`config.mk`:
```
export PLATFORM = sky130hd
export DESIGN_NAME = display_page_sequencer
export DESIGN_NICKNAME = d
export VERILOG_FILES = /design/src/rtl/display_page_sequencer.sv
export SDC_FILE = /design/constraint.sdc
export NUM_CORES = 1
export LEC_CHECK = 0
export BUFFER_PORTS_ARGS = -buffer_cell sky130_fd_sc_hd__clkbuf_2
export CAP_MARGIN = 10
export CORE_ASPECT_RATIO = 0.6
export CORE_MARGIN = 2
export CORE_UTILIZATION = 50
export CTS_CLUSTER_SIZE = 30
export DETAILED_ROUTE_END_ITERATION = 6
export PLACE_DENSITY = 0.76
export SYNTH_ARGS = -nofsm -noshare
export SYNTH_HDL_FRONTEND = slang
export SYNTH_SLANG_ARGS = --single-unit
```
`constraint.sdc`:
```
create_clock -name CLOCK_50 -period 2.2 [get_ports CLOCK_50]
set_input_delay 0.22 -clock CLOCK_50 [delete_from_list [all_inputs] [get_ports CLOCK_50]]
set_output_delay 0.22 -clock CLOCK_50 [all_outputs]
set_load 0.005 [all_outputs]
```
`src/rtl/display_page_sequencer.sv`:
```
// Button debounce / run control, page sequencing onto a three-digit 7-segment bank,
// and the snapshot/convert handshake with the binary-to-BCD converter.
module display_page_sequencer #(
  parameter int DATA_W          = 36,
  parameter int TICK_DIV        = 25000000,
  parameter int DEBOUNCE_CYCLES = 500000
) (
  input  logic              CLOCK_50,
  input  logic              reset_n,
  input  logic              btn_n,
  input  logic [DATA_W-1:0] count_in,
  output logic              run,
  output logic              conv_start,
  output logic [DATA_W-1:0] conv_data,
  input  logic              conv_done,
  input  logic [DATA_W-1:0] bcd_in,
  output logic [1:0]        page,
  output logic [11:0]       seg_digits,
  output logic              busy
);

  localparam int TICK_W = (TICK_DIV > 2) ? $clog2(TICK_DIV) : 1;
  localparam int DEB_W  = $clog2(DEBOUNCE_CYCLES + 1);
  localparam logic [TICK_W-1:0] TICK_LAST = TICK_W'(TICK_DIV - 1);
  localparam logic [DEB_W-1:0]  DEB_LAST  = DEB_W'(DEBOUNCE_CYCLES - 1);

  typedef enum logic [1:0] {PAGE_BLANK, PAGE_HIGH, PAGE_MID, PAGE_LOW} page_t;
  typedef enum logic {CONV_IDLE, CONV_WAIT} conv_t;

  logic [1:0]        sync_reg, sync_next;
  logic              deb_level_reg, deb_level_next;
  logic [DEB_W-1:0]  deb_cnt_reg, deb_cnt_next;
  logic              press_reg, press_next;
  logic              run_reg, run_next;
  logic [TICK_W-1:0] tick_cnt_reg, tick_cnt_next;
  page_t             page_reg, page_next;
  conv_t             conv_state_reg, conv_state_next;
  logic              conv_start_reg, conv_start_next;
  logic [DATA_W-1:0] conv_data_reg, conv_data_next;
  logic              busy_reg, busy_next;
  logic [DATA_W-1:0] snapshot_reg, snapshot_next;
  logic [DATA_W-1:0] pending_reg, pending_next;
  logic              pending_valid_reg, pending_valid_next;
  logic              tick;
  logic              btn_sync;

  assign btn_sync = sync_reg[1];
  assign tick     = (tick_cnt_reg == TICK_LAST);

  always_ff @(posedge CLOCK_50 or negedge reset_n) begin
    if (!reset_n) begin
      sync_reg          <= 2'b11;
      deb_level_reg     <= 1'b1;
      deb_cnt_reg       <= '0;
      press_reg         <= 1'b0;
      run_reg           <= 1'b1;
      tick_cnt_reg      <= '0;
      page_reg          <= PAGE_BLANK;
      conv_state_reg    <= CONV_IDLE;
      conv_start_reg    <= 1'b0;
      conv_data_reg     <= '0;
      busy_reg          <= 1'b0;
      snapshot_reg      <= '0;
      pending_reg       <= '0;
      pending_valid_reg <= 1'b0;
    end else begin
      sync_reg          <= sync_next;
      deb_level_reg     <= deb_level_next;
      deb_cnt_reg       <= deb_cnt_next;
      press_reg         <= press_next;
      run_reg           <= run_next;
      tick_cnt_reg      <= tick_cnt_next;
      page_reg          <= page_next;
      conv_state_reg    <= conv_state_next;
      conv_start_reg    <= conv_start_next;
      conv_data_reg     <= conv_data_next;
      busy_reg          <= busy_next;
      snapshot_reg      <= snapshot_next;
      pending_reg       <= pending_next;
      pending_valid_reg <= pending_valid_next;
    end
  end

  always_comb begin
    sync_next          = {sync_reg[0], btn_n};
    deb_level_next     = deb_level_reg;
    deb_cnt_next       = deb_cnt_reg;
    press_next         = 1'b0;
    run_next           = run_reg ^ press_reg;
    tick_cnt_next      = tick ? '0 : tick_cnt_reg + TICK_W'(1);
    page_next          = page_reg;
    conv_state_next    = conv_state_reg;
    conv_start_next    = 1'b0;
    conv_data_next     = conv_data_reg;
    busy_next          = busy_reg;
    snapshot_next      = snapshot_reg;
    pending_next       = pending_reg;
    pending_valid_next = pending_valid_reg;

    // Any sample matching the accepted level restarts the stability count.
    if (btn_sync == deb_level_reg) begin
      deb_cnt_next = '0;
    end else if (deb_cnt_reg == DEB_LAST) begin
      deb_level_next = btn_sync;
      deb_cnt_next   = '0;
      press_next     = ~btn_sync;
    end else begin
      deb_cnt_next = deb_cnt_reg + DEB_W'(1);
    end

    if (tick) begin
      case (page_reg)
        PAGE_BLANK: page_next = PAGE_HIGH;
        PAGE_HIGH:  page_next = PAGE_MID;
        PAGE_MID:   page_next = PAGE_LOW;
        default:    page_next = PAGE_BLANK;
      endcase
    end

    // Commit sees the pre-edge pending_valid; a same-cycle completion re-arms it below.
    if (tick && page_reg == PAGE_BLANK && pending_valid_reg) begin
      snapshot_next      = pending_reg;
      pending_valid_next = 1'b0;
    end

    case (conv_state_reg)
      CONV_IDLE: begin
        if (tick && page_reg == PAGE_LOW && run_reg) begin
          conv_data_next  = count_in;
          conv_start_next = 1'b1;
          busy_next       = 1'b1;
          conv_state_next = CONV_WAIT;
        end
      end
      default: begin
        if (conv_done && !conv_start_reg) begin
          pending_next       = bcd_in;
          pending_valid_next = 1'b1;
          busy_next          = 1'b0;
          conv_state_next    = CONV_IDLE;
        end
      end
    endcase
  end

  always_comb begin
    case (page_reg)
      PAGE_HIGH: seg_digits = snapshot_reg[35:24];
      PAGE_MID:  seg_digits = snapshot_reg[23:12];
      PAGE_LOW:  seg_digits = snapshot_reg[11:0];
      default:   seg_digits = 12'hFFF;
    endcase
  end

  assign run        = run_reg;
  assign conv_start = conv_start_reg;
  assign conv_data  = conv_data_reg;
  assign page       = page_reg;
  assign busy       = busy_reg;

endmodule

```
# --- After elaboration in Yosys (flattened, before gate mapping) ---
# Cells that the tools add are included.
word_totals:
  ff_bits: 163
  inputBits: 76
  out_inout_bits: 53
  wordCells: 56
classes:
  addsub: 2
  eq_ne: 7
  mux: 17
  bitwise: 4
  reduce_logical: 12
op_table:
  columns: ["cell", "count"]
  rows:
  - ["two-way mux 19 bit", 2]
  - ["one-hot mux 12 bit (3 select lines)", 1]
  - ["adder 25 x 1 -> 25 bit, second input constant", 1]
  - ["== test 25 bit, second input constant", 1]
  - ["two-way mux 25 bit", 1]
  - ["adder 19 x 1 -> 19 bit, second input constant", 1]
  - ["== test 19 bit, second input constant", 1]
  - ["two-way mux 1 bit", 12]
  - ["AND reduction 2 bit", 4]
  - ["one-hot mux 2 bit (3 select lines)", 1]
  - ["logical AND 1 bit", 5]
  - ["== test 2 bit, second input constant", 2]
  - ["inverter 1 bit", 3]
  - ["== test 2 x 1 -> 1 bit, second input constant", 1]
  - ["zero test 2 bit", 1]
  - ["!= test 2 x 1 -> 1 bit, second input constant", 1]
  - ["nonzero test 2 bit", 1]
  - ["== test 1 bit", 1]
  - ["zero test 1 bit", 1]
  - ["XOR 1 bit", 1]

# --- Longest topological paths before layout ---
logic_depth:
  depth_word: 6
  mapped_depth: 8
  depth_no_buf: 6

# --- Worst setup path after synthesis ---
# OpenSTA, ideal clock, no wires.
synth_timing:
  path_type: "flip-flop to flip-flop"
  from: "reg tick_cnt_reg[15]"
  to: "reg conv_data_reg[10], in the netlist conv_data[10]"
  setup_ns: 0.127
  arrival_time_ns: 2.058
  required_time_ns: 2.073
  path_slack_ns: 0.014
  path_stages_with_launch: 9
  n_path_buf: 3
  synth_period_minus_slack_ns: 2.186
  cell_sequence: "dfrtp_1 > buf_2 > nor4b_2 > nand4_1 > nor4_2 > and4b_1 > buf_6 > buf_6 > mux2_1"
synth_between:
  elab_chain_len: 4
synth_lines:
  columns: ["item", "line", "text"]
  rows:
  - ["from (decl)", "35", "logic [TICK_W-1:0] tick_cnt_reg, tick_cnt_next;"]
  - ["from (signal assigned)", "72", "tick_cnt_reg <= tick_cnt_next;"]
  - ["== test 25 bit", "48", "assign tick = (tick_cnt_reg == TICK_LAST);"]
  - ["logical AND 1 bit (2 in series)", "128", "if (tick && page_reg == PAGE_LOW && run_reg) begin"]
  - ["AND reduction 2 bit (no source line)", null, null]
  - ["to (signal assigned)", "76", "conv_data_reg <= conv_data_next;"]
  - ["to (decl)", "39", "logic [DATA_W-1:0] conv_data_reg, conv_data_next;"]
# No other way between the ends.
# A chain may end at the register's enable or synchronous reset.

# --- Worst setup path in the final report ---
layout_timing:
  from: "reg tick_cnt_reg[17]"
  to: "reg conv_data_reg[0], in the netlist conv_data[0]"
# Same word-level chain as after synthesis.

==> results.py <==
metrics = {
    "worst_setup_path": {
        "cp_slowest_cell": "dfrtp_1",
        "path_class": "reg2reg",
        "worstRegToRegCells": 7,
        "crit_fanout": 4,
        "cpPeakStageDelay_ns": 0.41,
        "reg2reg_slack_ns": 0.02,
        "critical_path.top_delay_family": "simple AND/OR/NAND/NOR gates",
        "critPathLaunchType": "register",
        "crit_required_ns": 2.50,
        "reg2reg_to": "conv_data[0]$_DFFE_PN0P_",
        "cp_num_cells": 7,
        "worstPathArrival_ns": 2.49,
        "startpoint": "tick_cnt_reg[17]$_DFF_PN0_",
        "worstReg2RegStart": "tick_cnt_reg[17]$_DFF_PN0_",
        "critical_path.cell_chain": "nor4b_2 > nand4_1 > nor4_4 > and4b_4 > buf_4 > buf_6 > mux2_2",
        "crit_buf_inv": 2,
        "setup.worst_path.end_class": "register",
    },
    "floorplanning": {
        "fp.dieW_um": 154,
        "core_area_um2": 13100,
        "std_cell_rows": 32,
        "dieArea_um2": 14600,
        "die_h_um": 94.3,
        "io_pins": 129,
        "start_util_pct": 52.0,
    },
    "outcome": {
        "status": "finished, final reports clean",
    },
    "cells_and_area": {
        "final.fill_count": 932,
        "multi_input_comb_area_um2": 2680,
        "final_net_count": 761,
        "syn_to_final_growth_pct": 28.4,
        "diodes": 0,
        "seq_area_um2": 4090,
        "drive_gt1_share_pct": 45.4,
        "fin_area_um2": 8720,
    },
    "place": {
        "post_dp_cell_area_um2": 7750,
        "dp_hpwl_um": 9770,
        "pre_cts_ws_ns": -0.0110,
        "numPortBuffers": 128,
        "gp_congestion": 0.851,
    },
    "clocking": {
        "cts.sinks": 163,
        "path_clk_slew_ns": 0.07,
        "cts_max_path_buffers": 2,
        "clock_latency_ns": 0.42,
        "numCtsBuffers": 17,
        "tritoncts": "done",
        "clockRootBuffer": "clkbuf_16",
        "h-tree-depth": 4,
    },
    "logic_synthesis": {
        "synth_edf_count": 0,
        "synthTopCellsByArea": "dfrtp_1, mux2_2, xnor2_1, nor2_1, xor2_1",
        "synth_cell_type_count": 41,
        "synthArstFlopShare_pct": 100,
        "yosysMostFrequentCell": "dfrtp_1",
        "syn_area_um2": 6790,
        "syn-instance-count": 515,
        "synth_flop_cell": "dfrtp_1",
        "syn-mean-instance-area_um2": 13.2,
        "synth_top_cell_area_share_pct": 58.6,
        "ys_seq_elements": 163,
        "yosysWarningCount": 0,
        "synth_common_cells": "dfrtp_1, mux2_2, nor2_1",
        "synth_area_leader_cell": "dfrtp_1",
        "syn-num-nets": 598,
        "yosysSeqAreaShare_pct": 60.1,
    },
    "pwr": {
        "vdd_drop_max_mv": 0.632,
        "powerDensity_nw_per_um2": 733,
        "leakage_nw": 4.43,
    },
    "routing": {
        "drc": 0,
        "ant_nets": 0,
        "routed_wl_um": 15100,
        "dr.pass1.iters": 5,
        "wl_per_cell_um": 17.6,
        "via_per_inst": 5.35,
        "first_iter_violations": 297,
        "vias": 4603,
    },
    "sta": {
        "final_hold_viol_count": 0,
        "hold_slack_ns": 0.0267,
        "worst_pin_slew_ns": 0.678,
        "fin_crit_ns": 2.18,
        "worst_slack_ns": 0.0166,
        "fin_skew_ns": 0.0121,
        "tns_ns": 0,
        "fmax_mhz": 458,
        "relSlewSlack_pct": 54.4,
        "timing.final.crit_share_pct": 99.2,
        "finalMaxSlewViolations": 0,
        "rsz0062_at_grt": "true",
        "setup_viol": 0,
    },
    "worst_hold_path": {
        "holdPathStages": 2,
        "min_to": "pending_reg[21]$_DFFE_PN0P_",
        "hold_path_class": "in2reg",
        "min_from": "bcd_in[21]",
    },
    "flow_run": {
        "maxCapViolations": 0,
    },
    "global_route": {
        "grt.overflow.total": 0,
        "grt_max_degree": 61,
        "grt_pass1_wl_um": 23200,
        "grt_pass1_vias": 4642,
        "grtUsageTotal_pct": 20.6,
        "antenna_found_initial": 1,
    },
}
## cell families (layout without fill, tap and decap cells)
| logic type | Yosys count | count (layout) | synth area share (%) |
|---|---|---|---|
| buf+inv | 28 | 204 | 1.97 |
| xor+xnor | 39 | 39 | 5.03 |
| compound gates | 30 | 30 | 2.84 |
| simple gates | 136 | 136 | 10.2 |
| fa+ha+maj | 7 | 7 | 1.29 |
| mux | 112 | 112 | 18.5 |
| flops | 163 | 163 | 60.1 |
## through the flow
| step | utilization (%) | cells | total power, mW |
|---|---|---|---|
| after detailed placement | 59.4 | 813 | 3.23 |
| after CTS | 64.6 | 847 | 6.44 |
| after global routing | 66.8 | 861 | 6.62 |
| after global placement | 59.4 | 813 | 3.22 |
| final | 66.8 | 861 | 6.38 |
| after floorplan | - | 515 | 3.08 |
## final cells by class
class | instances | share of cell area [%]
Clock buffer | 19 | 5.20
Clock inverter | 13 | 2.24
Inverter | 8 | 0.345
Multi-Input combinational cell | 324 | 30.7
Sequential cell | 163 | 46.9
Tap cell | 170 | 2.44
Timing Repair Buffer | 164 | 12.2
## power by group
group	internal, mW	switching (mW)
clock network	1.98	1.23
registers	3.00	0.00651
logic	0.0679	0.0906
## routing by layer
| metal | up-vias | routed length [µm] | track usage [%] |
|---|---|---|---|
| li1 | 2130 | - | - |
| met1 | 2274 | 6940 | 28.0 |
| met2 | 175 | 6820 | 31.1 |
| met3 | 24 | 1110 | 6.83 |
| met4 | 0 | 245 | 7.48 |
| met5 | - | 0 | 0 |
## repair_timing
action | 4_1_cts | 5_1_grt
pin swaps | 0 | 4
gates cloned | 0 | 6
resized for setup | 2 | 29
setup endpoints to repair | 36 | 74
buffers inserted | 0 | 8
hold buffers | 2 | 0
endpoints found under the hold margin | 56 | 0
## cell usage in the layout (no fill, tap or decap), types with 16 or more instances in the layout
cell,synthesis,layout
mux2_4,0,18
buf_4,2,21
mux2_2,99,87
clkbuf_16,0,20
xor2_1,16,16
xnor2_1,23,23
nand2_1,28,28
nor2_1,40,40
clkbuf_2,0,127
dfrtp_1,159,158
## worst max-delay path by stage
stage	endpoint	slack, ns
2_1_floorplan	conv_data[10]$_DFFE_PN0P_	0.01
3_3_place_gp	snapshot_reg[24]$_DFFE_PN0P_	0.08
3_5_place_dp	snapshot_reg[10]$_DFFE_PN0P_	-0.01
4_1_cts	conv_data[35]$_DFFE_PN0P_	-0.04
5_1_grt	conv_data[0]$_DFFE_PN0P_	-0.03
6_report	conv_data[0]$_DFFE_PN0P_	0.02
Power figures use the tool's default switching activity.
